===== src/rtl/clk_ce_pkg.sv =====
// Shared types and constants for the fractional clock-enable generator.
// The supervisor FSM states and the DSP clock ratio constants live here.
package clk_ce_pkg;

    typedef enum logic [1:0] {
        ST_WAIT = 2'd0,
        ST_HOLD = 2'd1,
        ST_RUN  = 2'd2
    } sup_state_t;

    localparam int unsigned ACC_W_DEF      = 20;
    localparam int unsigned LOCK_HOLD_DEF  = 1024;
    localparam int unsigned LOCK_CNT_W_DEF = $clog2(LOCK_HOLD_DEF);

    // The PLL gives 24.46875 MHz instead of the nominal 24.576 MHz.
    localparam int unsigned CLK_ACT_HZ = 24_468_750;
    localparam int unsigned CLK_NOM_HZ = 24_576_000;

    // 24.46875 MHz * 128 / 97875 = 32 kHz exactly
    localparam logic [ACC_W_DEF-1:0] NUM_32K = 20'd128;
    localparam logic [ACC_W_DEF-1:0] DEN_32K = 20'd97875;

    // nominal/actual clock ratio, reduced
    localparam logic [ACC_W_DEF-1:0] NUM_NOM_ACT = 20'd32768;
    localparam logic [ACC_W_DEF-1:0] DEN_NOM_ACT = 20'd32625;

endpackage


===== src/rtl/clk_ce_chan.sv =====
// One fractional clock-enable channel: num/den/acc registers, the
// compare-subtract step and the registered ce output.
module clk_ce_chan
    import clk_ce_pkg::*;
#(
    parameter int unsigned      ACC_W   = ACC_W_DEF,
    parameter logic [ACC_W-1:0] NUM_RST = '0,
    parameter logic [ACC_W-1:0] DEN_RST = '0
) (
    input  logic             clk,
    input  logic             resetn,
    input  logic             run,
    input  logic             clr,
    input  logic             wr,
    input  logic [ACC_W-1:0] wr_num,
    input  logic [ACC_W-1:0] wr_den,
    output logic             ce
);

    logic [ACC_W-1:0] num;
    logic [ACC_W-1:0] den;
    logic [ACC_W-1:0] acc;
    logic [ACC_W-1:0] num_eff;
    logic [ACC_W-1:0] acc_nxt;
    logic [ACC_W:0]   sum;
    logic             hit;

    // num is clipped to den, so an over-range ratio simply fires every cycle
    always_comb begin
        num_eff = (num > den) ? den : num;
        sum     = {1'b0, acc} + {1'b0, num_eff};
        hit     = (den != '0) && (sum >= {1'b0, den});
        acc_nxt = hit ? ACC_W'(sum - {1'b0, den}) : sum[ACC_W-1:0];
    end

    // a config write beats lock-loss clear and accumulation on the same edge
    always_ff @(posedge clk or negedge resetn) begin
        if (!resetn) begin
            num <= NUM_RST;
            den <= DEN_RST;
            acc <= '0;
            ce  <= 1'b0;
        end else if (wr) begin
            num <= wr_num;
            den <= wr_den;
            acc <= '0;
            ce  <= 1'b0;
        end else if (clr) begin
            acc <= '0;
            ce  <= 1'b0;
        end else if (run && (den != '0)) begin
            acc <= acc_nxt;
            ce  <= hit;
        end else begin
            ce  <= 1'b0;
        end
    end

endmodule


===== src/rtl/clk_ce_gen.sv =====
// PLL lock supervisor with debounced reset release, feeding NCH fractional
// clock-enable channels whose rate is exactly clk * num / den.
module clk_ce_gen
    import clk_ce_pkg::*;
#(
    parameter int unsigned              NCH       = 2,
    parameter int unsigned              ACC_W     = ACC_W_DEF,
    parameter int unsigned              LOCK_HOLD = LOCK_HOLD_DEF,
    parameter logic [NCH*ACC_W-1:0]     NUM_INIT  = '0,
    parameter logic [NCH*ACC_W-1:0]     DEN_INIT  = '0
) (
    input  logic             clk,
    input  logic             resetn,
    input  logic             pll_lock,
    input  logic             cfg_we,
    input  logic [2:0]       cfg_ch,
    input  logic [ACC_W-1:0] cfg_num,
    input  logic [ACC_W-1:0] cfg_den,
    output logic             ready,
    output logic             rst_out_n,
    output logic [NCH-1:0]   ce,
    output logic [7:0]       lock_lost
);

    localparam int unsigned LOCK_CNT_W = $clog2(LOCK_HOLD);

    sup_state_t            state;
    sup_state_t            state_nxt;
    logic                  lock_m;
    logic                  lock_s;
    logic [LOCK_CNT_W-1:0] hold_cnt;
    logic                  hold_done;
    logic                  hold_run;
    logic                  run_acc;
    logic                  lost_evt;

    always_ff @(posedge clk or negedge resetn) begin
        if (!resetn) begin
            lock_m <= 1'b0;
            lock_s <= 1'b0;
        end else begin
            lock_m <= pll_lock;
            lock_s <= lock_m;
        end
    end

    assign hold_done = (hold_cnt == LOCK_CNT_W'(LOCK_HOLD - 1));

    always_ff @(posedge clk or negedge resetn) begin
        if (!resetn) begin
            state <= ST_WAIT;
        end else begin
            state <= state_nxt;
        end
    end

    always_comb begin
        state_nxt = state;
        case (state)
            ST_WAIT: if (lock_s) state_nxt = ST_HOLD;
            ST_HOLD: begin
                if (!lock_s) begin
                    state_nxt = ST_WAIT;
                end else if (hold_done) begin
                    state_nxt = ST_RUN;
                end
            end
            ST_RUN:  if (!lock_s) state_nxt = ST_WAIT;
            default: state_nxt = ST_WAIT;
        endcase
    end

    // gating on lock_s makes ce drop on the same edge ready falls
    always_comb begin
        hold_run = 1'b0;
        run_acc  = 1'b0;
        lost_evt = 1'b0;
        case (state)
            ST_HOLD: hold_run = lock_s;
            ST_RUN: begin
                run_acc  = lock_s;
                lost_evt = !lock_s;
            end
            default: ;
        endcase
    end

    always_ff @(posedge clk or negedge resetn) begin
        if (!resetn) begin
            hold_cnt <= '0;
        end else if (hold_run) begin
            hold_cnt <= hold_cnt + 1'b1;
        end else begin
            hold_cnt <= '0;
        end
    end

    always_ff @(posedge clk or negedge resetn) begin
        if (!resetn) begin
            ready     <= 1'b0;
            rst_out_n <= 1'b0;
            lock_lost <= '0;
        end else begin
            ready     <= (state_nxt == ST_RUN);
            rst_out_n <= (state_nxt == ST_RUN);
            if (lost_evt && (lock_lost != 8'hFF)) begin
                lock_lost <= lock_lost + 8'd1;
            end
        end
    end

    for (genvar i = 0; i < NCH; i++) begin : g_ch
        logic wr_sel;

        assign wr_sel = cfg_we && (cfg_ch == 3'(i));

        clk_ce_chan #(
            .ACC_W   (ACC_W),
            .NUM_RST (NUM_INIT[i*ACC_W +: ACC_W]),
            .DEN_RST (DEN_INIT[i*ACC_W +: ACC_W])
        ) u_chan (
            .clk    (clk),
            .resetn (resetn),
            .run    (run_acc),
            .clr    (lost_evt),
            .wr     (wr_sel),
            .wr_num (cfg_num),
            .wr_den (cfg_den),
            .ce     (ce[i])
        );
    end

endmodule


===== config.mk =====
export PLATFORM = sky130hd
export DESIGN_NAME = clk_ce_gen
export DESIGN_NICKNAME = d
export VERILOG_FILES = /design/src/rtl/clk_ce_pkg.sv /design/src/rtl/clk_ce_chan.sv /design/src/rtl/clk_ce_gen.sv
export SDC_FILE = /design/constraint.sdc
export NUM_CORES = 1
export LEC_CHECK = 0
export ABC_AREA = 1
export CAP_MARGIN = 20
export CORE_MARGIN = 1.5
export CORE_UTILIZATION = 40
export CTS_CLUSTER_SIZE = 14
export DETAILED_ROUTE_END_ITERATION = 8
export GPL_TIMING_DRIVEN = 1
export PLACE_DENSITY = 0.58
export SLEW_MARGIN = 20
export SYNTH_ARGS = -nofsm -noshare
export SYNTH_HDL_FRONTEND = slang
export SYNTH_SLANG_ARGS = --single-unit
export TNS_END_PERCENT = 30

===== constraint.sdc =====
create_clock -name clk -period 4.8 [get_ports clk]
set_input_delay 0.96 -clock clk [delete_from_list [all_inputs] [get_ports clk]]
set_output_delay 0.96 -clock clk [all_outputs]
set_load 0.05 [all_outputs]

==> After elaboration in Yosys (flattened, before gate mapping) <==
Index checks and enable logic that the tools add are counted.
{ "op_classes": {"n_mul": 0, "n_mux": 25, "n_div": 0, "bitwise": 0, "magnitude_cmp": 4, "add_sub_neg": 6, "n_shift": 0, "n_eq_ne": 6, "n_reduce_logical": 14} }
{ "op_table": {"columns": ["operator", "count"], "rows": [
  ["20-bit two-way mux", 10],
  ["20-bit by 20-bit adder with 21-bit output", 2],
  ["21-bit by 20-bit >= comparator with 1-bit output", 2],
  ["20-bit > comparator", 2],
  ["20-bit nonzero test", 2],
  ["20-bit subtractor", 2],
  ["10-bit by 1-bit adder with 10-bit output, second input constant", 1],
  ["10-bit == test, second input constant", 1],
  ["10-bit two-way mux", 1],
  ["1-bit two-way mux", 9],
  ["8-bit by 1-bit adder with 8-bit output, second input constant", 1],
  ["2-bit two-way mux", 4],
  ["8-bit inequality test, second input constant", 1],
  ["1-bit logical AND", 7],
  ["2-bit case mux with 3 select lines", 1],
  ["3-bit nonzero test", 2],
  ["2-bit == test, second input constant", 2],
  ["3-bit by 1-bit == test with 1-bit output, second input constant", 1],
  ["3-bit zero test", 1],
  ["2-bit by 1-bit == test with 1-bit output, second input constant", 1],
  ["2-bit zero test", 1],
  ["1-bit zero test", 1]
]} }
{ "totals": {"output_inout_bits": 12, "mem_bits_ro": 0, "mem_count": 0, "register_bits": 145, "word_cells": 69, "ramBits": 0, "latchBits": 0} }

==> Longest topological paths before layout <==
Gate-level depths: netlist of run 1.
{ "depth": {"depth_word": 9, "depth_mapped": 41} }

==> Modules after synthesis <==
From an unflattened synthesis of run 1, not the netlist that was laid out.
{ "unflattened": {"hier_cells": 1672, "hier_area_um2": 12233.0} }
{ "modules_own_cells": {"columns": ["module", "n_inst", "cells_each", "seq_area_each_um2", "area_each_um2"], "rows": [
  ["clk_ce_chan at g_ch[0].u_chan", 1, 765, 1526.5, 5536.6],
  ["clk_ce_chan at g_ch[1].u_chan", 1, 762, 1526.5, 5500.3],
  ["clk_ce_gen", 1, 145, 575.6, 1196.1]
]} }

==> Least setup slack after synthesis of run 1 <==
No wires, ideal clock.
{ "synth_timing": {"kind": "register to register", "start": "register g_ch[1].u_chan.den[11]", "end": "register g_ch[1].u_chan.acc[14]", "path_stages_with_launch": 40, "t_arrival_ns": 4.730, "setup_slack_ns": -0.047, "path_cell_list": "dfrtp_1 > inv_1 > ha_1 > nand2_1 > inv_1 > nand3_1 > nor4b_2 > nand2_1 > nand4_1 > nand2_1 > clkbuf_1 > o21ai_0 > ha_1 > inv_1 > fa_1 > inv_1 > nand3_1 > nand2_1 > [4 not listed] > xor2_1 > inv_1 > ha_1 > nand2_1 > inv_2 > nand2_2 > inv_1 > a21oi_1 > nand3_2 > nand2_1 > nand2_1 > nand2_1 > nand2_2 > nand2_2 > buf_6 > nand2_2 > nand3_1 > nand2_1"} }
{ "synth_via": {"elab_chain_len": 9} }
{ "synth_lines": {"columns": ["item", "line", "source"], "rows": [
  ["start: declaration", "clk_ce_chan.sv:21", "logic [ACC_W-1:0] den;"],
  ["start signal: assignment", "clk_ce_chan.sv:45", "den <= wr_den;"],
  ["20-bit > comparator", "clk_ce_chan.sv:30", "num_eff = (num > den) ? den : num;"],
  ["20-bit two-way mux", "clk_ce_chan.sv:30", null],
  ["20-bit by 20-bit adder with 21-bit output", "clk_ce_chan.sv:31", "sum = {1'b0, acc} + {1'b0, num_eff};"],
  ["21-bit by 20-bit >= comparator with 1-bit output", "clk_ce_chan.sv:32", "hit = (den != '0) && (sum >= {1'b0, den});"],
  ["1-bit logical AND", "clk_ce_chan.sv:32", null],
  ["20-bit two-way mux", "clk_ce_chan.sv:33", "acc_nxt = hit ? ACC_W'(sum - {1'b0, den}) : sum[ACC_W-1:0];"],
  ["20-bit two-way mux", "clk_ce_chan.sv:51", "end else if (run && (den != '0)) begin"],
  ["20-bit two-way mux", "clk_ce_chan.sv:48", "end else if (clr) begin"],
  ["20-bit two-way mux", "clk_ce_chan.sv:43", "end else if (wr) begin"],
  ["end signal: assignment", "clk_ce_chan.sv:52", "acc <= acc_nxt;"],
  ["end: declaration", "clk_ce_chan.sv:22", "logic [ACC_W-1:0] acc;"]
]} }
Parallel ways exist; a longest one is shown, timed or not. The select of a mux whose other input is x is not followed.
A chain may end at the register's enable or synchronous reset.

==> Final worst setup path of run 1 <==
{ "layout_timing": {"start": "register g_ch[1].u_chan.num[18]", "end": "register g_ch[1].u_chan.acc[0]"} }
{ "layout_via": {"elab_chain_len": 9} }
{ "layout_lines": {"columns": ["item", "line", "source"], "rows": [
  ["start: declaration", "clk_ce_chan.sv:20", "logic [ACC_W-1:0] num;"],
  ["start signal: assignment", "clk_ce_chan.sv:44", "num <= wr_num;"],
  ["20-bit > comparator", "clk_ce_chan.sv:30", null],
  ["20-bit two-way mux (*)", "clk_ce_chan.sv:30", null],
  ["20-bit by 20-bit adder with 21-bit output (*)", "clk_ce_chan.sv:31", null],
  ["21-bit by 20-bit >= comparator with 1-bit output", "clk_ce_chan.sv:32", null],
  ["1-bit logical AND", "clk_ce_chan.sv:32", null],
  ["20-bit two-way mux (*)", "clk_ce_chan.sv:33", null],
  ["20-bit two-way mux (*)", "clk_ce_chan.sv:51", null],
  ["20-bit two-way mux (*)", "clk_ce_chan.sv:48", null],
  ["20-bit two-way mux (*)", "clk_ce_chan.sv:43", null]
]} }
Every way passes the cells marked *; elsewhere a longest branch is shown, timed or not. The select of a mux whose other input is x is not followed.

==> results_dict.tcl, run 1 <==
set metrics [dict create \
    vias_per_cell 5.171 \
    pwr-share-comb_pct 70.1 \
    cap_violations 0 \
    clock_sinks 145 \
    ys_types 44 \
    hold_viol 0 \
    core_region_area_sq_um 29870 \
    slew_viol_final 0 \
    antenna_cells 0 \
    wire_per_inst_um 16.37 \
    path_max_fanout 8 \
    syn-num-nets 1952 \
    synthFlopType "dfrtp_1" \
    start_kind "register" \
    drive_gt1_share_pct 29.65 \
    port_buffers 58 \
    yosysWarnings 0 \
    htree_levels 4 \
    totalPowerFinal_uw 9621 \
    end_kind "register" \
    violations "negative setup slack" \
    grt_usage_pct 26.73 \
    synth_edf_count 0 \
    grt_pass1_vias 12750 \
    leakagePower_uw 0.009539 \
    cp_common_cell "nand2_1" \
    area_growth_pct 47.02 \
    clk_latency_ns 0.44 \
    fin_skew_ns 0.007904 \
    clockBufferDepth 2 \
    tightestPinTransition_ns 0.9601 \
    min_period_ns 5.335 \
    synthCells 1778 \
    grt_setup_unrepaired "true" \
    firstDrtPassIters 7 \
    syn_area_sq_um 12240 \
    postRouteAntennaNets 0 \
    layout.nets 2390 \
    cts_made_buffers 17 \
    internal-power_uw 5391 \
    start_util_pct 40.97 \
    grt_max_degree 107 \
    status "finished, violations left" \
    clk_pin_slew_ns 0.07 \
    num_rows 63 \
    critPathMaxStageDelay_ns 0.42 \
    fin_ws_ns -0.5347 \
    mostFrequentLayoutCells "nand2_1, buf_4, inv_1" \
    power_frac_clock_pct 15.0 \
    vias 13540 \
    seq_power_share_pct 14.9 \
    crit_type "reg -> reg" \
    ys_seq_elements 145 \
    switching_power_uw 4230 \
    synth-seq-area-share_pct 29.64 \
    pin_count 59 \
    die_area_sq_um 31660 \
    ctsHoldBuffers 0 \
    chipHeight_um 177.9 \
    totalWireLength_um 42880 \
    layout_commonest_cell "nand2_1" \
    hpwlAfterDp_um 32880 \
    min_path_type "reg -> reg" \
    route.detailed.drc 0 \
    slowest_stage "dfrtp_1" \
    async_reset_ff_share_pct 100.0 \
    grt_pass1_wl_um 65540 \
    cp.arrival_ns 5.71 \
    grt_antenna_before_repair 0 \
    fmax_ghz 0.1875 \
    worstPathRequired_ns 5.18 \
    vdd_drop_max_v 0.0002529 \
    cts_tree "built" \
    fin_util_pct 60.24 \
    gp_congestion 0.9189 \
    die_x_um 177.9 \
    drtIter0Drc 1205 \
    p_sw_share_pct 43.97 \
    power_per_cell_area_nw_per_um2 534.6 \
    relSlewSlack_pct 35.99 \
    gr-total-overflow 0 \
    fin_crit_sh_pct 111.1 \
    setup_viol 42 \
    hold_ws_ns 0.3583 \
    synth_area_per_cell_sq_um 6.884 \
    cts-root-buf "clkbuf_16" \
]
-- Yosys cell counts (7+ instances only) --
master | number | area [sq um]
nand4_1 | 28 | 175.2
nand2_1 | 511 | 1918
nor4_1 | 7 | 43.79
inv_1 | 228 | 855.8
nand2_2 | 18 | 112.6
a21o_1 | 8 | 60.06
ha_1 | 123 | 1539
xnor2_1 | 29 | 254.0
o21ai_0 | 160 | 800.8
clkbuf_1 | 26 | 97.59
nand3_1 | 141 | 705.7
o21bai_1 | 9 | 67.56
xor2_1 | 36 | 315.3
nand3b_1 | 16 | 120.1
buf_4 | 7 | 52.55
dfrtp_1 | 145 | 3628
buf_2 | 8 | 40.04
nor2_1 | 108 | 405.4
a21oi_1 | 91 | 455.4
inv_2 | 8 | 30.03
nor3_1 | 13 | 65.06
-- critical path: cells and delay by family, from the launching register on --
kind / cells / cell delay [ns]
buffers and inverters: 5 / 0.71
adders and majority gates: 3 / 0.92
DFF: 1 / 0.42
and+or+nand+nor: 16 / 2.31
xor gates and xnor gates: 1 / 0.18
AOI/OAI and AO/OA: 5 / 0.72
-- power by group through the flow --
stage | registers (uW) | logic [uW] | clock network (uW)
2_1_floorplan | 1440 | 3130 | 0
5_1_grt | 1450 | 7360 | 1510
3_3_place_gp | 1440 | 5620 | 0
3_5_place_dp | 1450 | 5660 | 0
4_1_cts | 1430 | 5950 | 1470
6_report | 1430 | 6740 | 1450
-- per-layer routing --
| metal | GRT usage (%) | up-vias | part of all wire, % |
|---|---|---|---|
| met2 | 40.18 | 432 | 43 |
| met4 | 5.182 | 0 | 1.3 |
| li1 | - | 6663 | - |
| met3 | 3.792 | 40 | 6.4 |
| met5 | 0 | - | 0 |
| met1 | 40.45 | 6408 | 50 |
-- cell families after synthesis --
kind of cell	share of synthesized area (%)
compound gates	12.92
simple gates	30.19
fa+ha+maj	13.23
buf+inv	9.373
xor+xnor	4.651
flops	29.64
-- area by class of cell --
cell class	instances	area, sq um
Fill cell	2700	11880
Clock buffer	17	425.4
Sequential cell	145	3628
Inverter	238	893.4
Multi-Input combinational cell	1346	8463
Tap cell	390	488.0
Clock inverter	15	196.4
Timing Repair Buffer	468	3901
-- sequential cells by signal, indices dropped and copies added (netlist names) --
| register | flops |
|---|---|
| state | 2 |
| g_ch.u_chan.ce | 2 |
| g_ch.u_chan.num | 40 |
| rst_out_n | 1 |
| hold_cnt | 10 |
| g_ch.u_chan.den | 40 |
| lock_m | 1 |
| g_ch.u_chan.acc | 40 |
| lock_lost | 8 |
| lock_s | 1 |
-- what timing repair did --
item	in CTS	in global routing
cloned	0	6
pin swaps	23	83
gates resized for setup	100	151
setup buffers	12	17
endpoints found under the setup margin	42	42
-- stage by stage --
stage               instances  setup slack [ns]  area, sq um  TNS, ns
floorplan                1778           0.02111        12240        0
global route             2619           -0.8589        18000   -31.71
CTS                      2596           -0.2967        17050   -10.39
global placement         2552           -0.9195        15960   -24.60
detailed placement       2552            -1.055        15960   -31.93
finish                   2619           -0.5347        18000   -19.65
-- final timing paths --
path	start	cells past startpoint	slack, ns	endpoint
worst max-delay path	g_ch[1].u_chan.num[18]	30	-0.53	g_ch[1].u_chan.acc[0]
worst min-delay path	lock_m	0	0.36	lock_s
worst max register to register	g_ch[1].u_chan.num[18]	30	-0.53	g_ch[1].u_chan.acc[0]
worst min register to register	lock_m	0	0.36	lock_s
max in group asynchronous	resetn	2	3.24	g_ch[0].u_chan.num[7]
min in group asynchronous	resetn	1	0.59	g_ch[1].u_chan.acc[13]
Power figures use the tool's default switching activity.
==> inputs of run 2 (changes only) <==
- SETUP_SLACK_MARGIN: not set -> 0.15
==> run 2 against run 1 <==
Against the previous run: the flow still finishes with violations (negative setup slack); utilization increased by 4.7 points; design area increased by 7.9%; largest cell class unchanged; fmax increased by 0.50%; die area unchanged; global-route usage increased by 2.1 points.
==> results_dict.tcl, run 2 (synthesis gave the netlist of run 1 again) <==
set metrics [dict create \
    gr-total-overflow 0 \
    die_x_um 177.9 \
    die_area_sq_um 31660 \
    grt_max_degree 104 \
    layout.nets 2453 \
    crit_type "reg -> reg" \
    pin_count 59 \
    htree_levels 4 \
    drive_gt1_share_pct 37.00 \
    clockBufferDepth 2 \
    grt_usage_pct 28.85 \
    area_growth_pct 58.59 \
    start_kind "register" \
    fin_crit_sh_pct 110.6 \
    min_path_type "reg -> reg" \
    num_rows 63 \
    fmax_ghz 0.1884 \
    dp_cells 2565 \
    clk_pin_slew_ns 0.07 \
    clk_latency_ns 0.45 \
    top_regs "g_ch.u_chan.acc (40), g_ch.u_chan.den (40), g_ch.u_chan.num (40)" \
    core_region_area_sq_um 29870 \
    layout_commonest_cell "nand2_1" \
    antenna_cells 0 \
    wire_per_inst_um 17.61 \
    vias_per_cell 5.158 \
    cts_made_buffers 17 \
    vdd_drop_max_v 0.0003688 \
    relSlewSlack_pct 32.85 \
    grt_pass1_vias 13140 \
    fin_setup_tns_ns -18.97 \
    fin_util_pct 64.98 \
    totalPowerFinal_uw 10670 \
    tightestPinTransition_ns 0.9981 \
    setup_viol 42 \
    power_per_cell_area_nw_per_um2 549.6 \
    drtIter0Drc 1060 \
    vias 13830 \
    cts_tree "built" \
    worstPathRequired_ns 5.16 \
    firstDrtPassIters 5 \
    slew_viol_final 0 \
    grt_pass1_wl_um 69760 \
    grt_setup_unrepaired "true" \
    path_max_fanout 8 \
    leakagePower_uw 0.01000 \
    fin_ws_ns -0.5079 \
    crit_family "simple AND/OR/NAND/NOR gates" \
    chipHeight_um 177.9 \
    hpwlAfterDp_um 34490 \
    route.detailed.drc 0 \
    gp_congestion 0.9276 \
    slowest_stage "dfrtp_1" \
    mostFrequentLayoutCells "nand2_1, buf_4, inv_1" \
    port_buffers 58 \
    cp.arrival_ns 5.67 \
    start_util_pct 40.97 \
    grt_antenna_before_repair 1 \
    worst-path-buf-inv 9 \
    violations "negative setup slack" \
    status "finished, violations left" \
    critPathMaxStageDelay_ns 0.41 \
    totalWireLength_um 47220 \
    hold_viol 0 \
    postRouteAntennaNets 0 \
    cap_violations 0 \
    fin_skew_ns 0.01078 \
    clock_sinks 145 \
    fin_cells 2682 \
    cts-root-buf "clkbuf_16" \
    ctsHoldBuffers 0 \
    end_kind "register" \
    min_period_ns 5.308 \
]
[run 2: cell types whose count changed in the layout (fill, tap and decap cells not counted), moves of 8 or more]
cell | previous run | this run
buf_4 | 387 | 435
nand2_1 | 465 | 437
nand2_2 | 44 | 69
ha_4 | 20 | 44
ha_1 | 101 | 78
nand3_1 | 114 | 97
inv_1 | 209 | 194
nand3_2 | 28 | 43
inv_2 | 27 | 40
nor2_1 | 93 | 80
o21ai_0 | 135 | 122
nor2_4 | 4 | 13
a21oi_1 | 74 | 66
a21oi_2 | 16 | 24
[run 2: layout make-up]
class | instances | area, sq um
Tap cell | 390 | 488.0
Clock inverter | 13 | 151.4
Timing Repair Buffer | 531 | 4529
Sequential cell | 145 | 3628
Clock buffer | 19 | 442.9
Inverter | 238 | 898.4
Fill cell | 2571 | 10460
Multi-Input combinational cell | 1346 | 9274
[run 2: timing repair]
action	in CTS	in global routing
setup buffers	27	44
gates resized for setup	151	281
endpoints found under the setup margin	42	42
pin swaps	54	151
gates cloned	5	8
[run 2: worst paths after layout]
path | from | end | cells after the start | slack [ns]
setup / recovery | g_ch[0].u_chan.num[14] | g_ch[0].u_chan.ce | 37 | -0.51
hold / removal | lock_m | lock_s | 0 | 0.35
setup reg to reg | g_ch[0].u_chan.num[14] | g_ch[0].u_chan.ce | 37 | -0.51
hold reg to reg | lock_m | lock_s | 0 | 0.35
max in group asynchronous | resetn | g_ch[0].u_chan.acc[7] | 3 | 3.32
min in group asynchronous | resetn | g_ch[1].u_chan.acc[12] | 1 | 0.43
[run 2: per-layer routing]
metal / GRT usage (%) / vias up / wire (um)
met5: 0 / - / 0
met4: 9.524 / 0 / 1356
met3: 3.985 / 84 / 2763
met2: 46.58 / 484 / 22140
met1: 39.52 / 6485 / 20960
li1: - / 6781 / -
[run 2: worst reg2reg max path, delay by kind of cell (launching register included)]
family / cells / cell delay, ns
AO/OA/AOI/OAI: 2 / 0.23
AND/OR/NAND/NOR: 23 / 2.43
adder cells (fa/ha/maj): 3 / 0.96
buffers and inverters: 9 / 1.20
flip-flops: 1 / 0.41
[run 2: stage by stage]
stage,hold WS [ns],cell area [sq um],worst slack [ns]
2_1_floorplan,0.3312,12270,0.1562
3_3_place_gp,0.3344,16060,-1.025
3_5_place_dp,0.3395,16060,-1.057
4_1_cts,0.3516,17690,-0.4200
5_1_grt,0.3519,19410,-0.7568
6_report,0.3466,19410,-0.5079
[run 2: where the power goes]
group | switching (uW) | internal, uW
combinational | 4030 | 3810
sequential | 76.8 | 1360
clock | 608 | 791
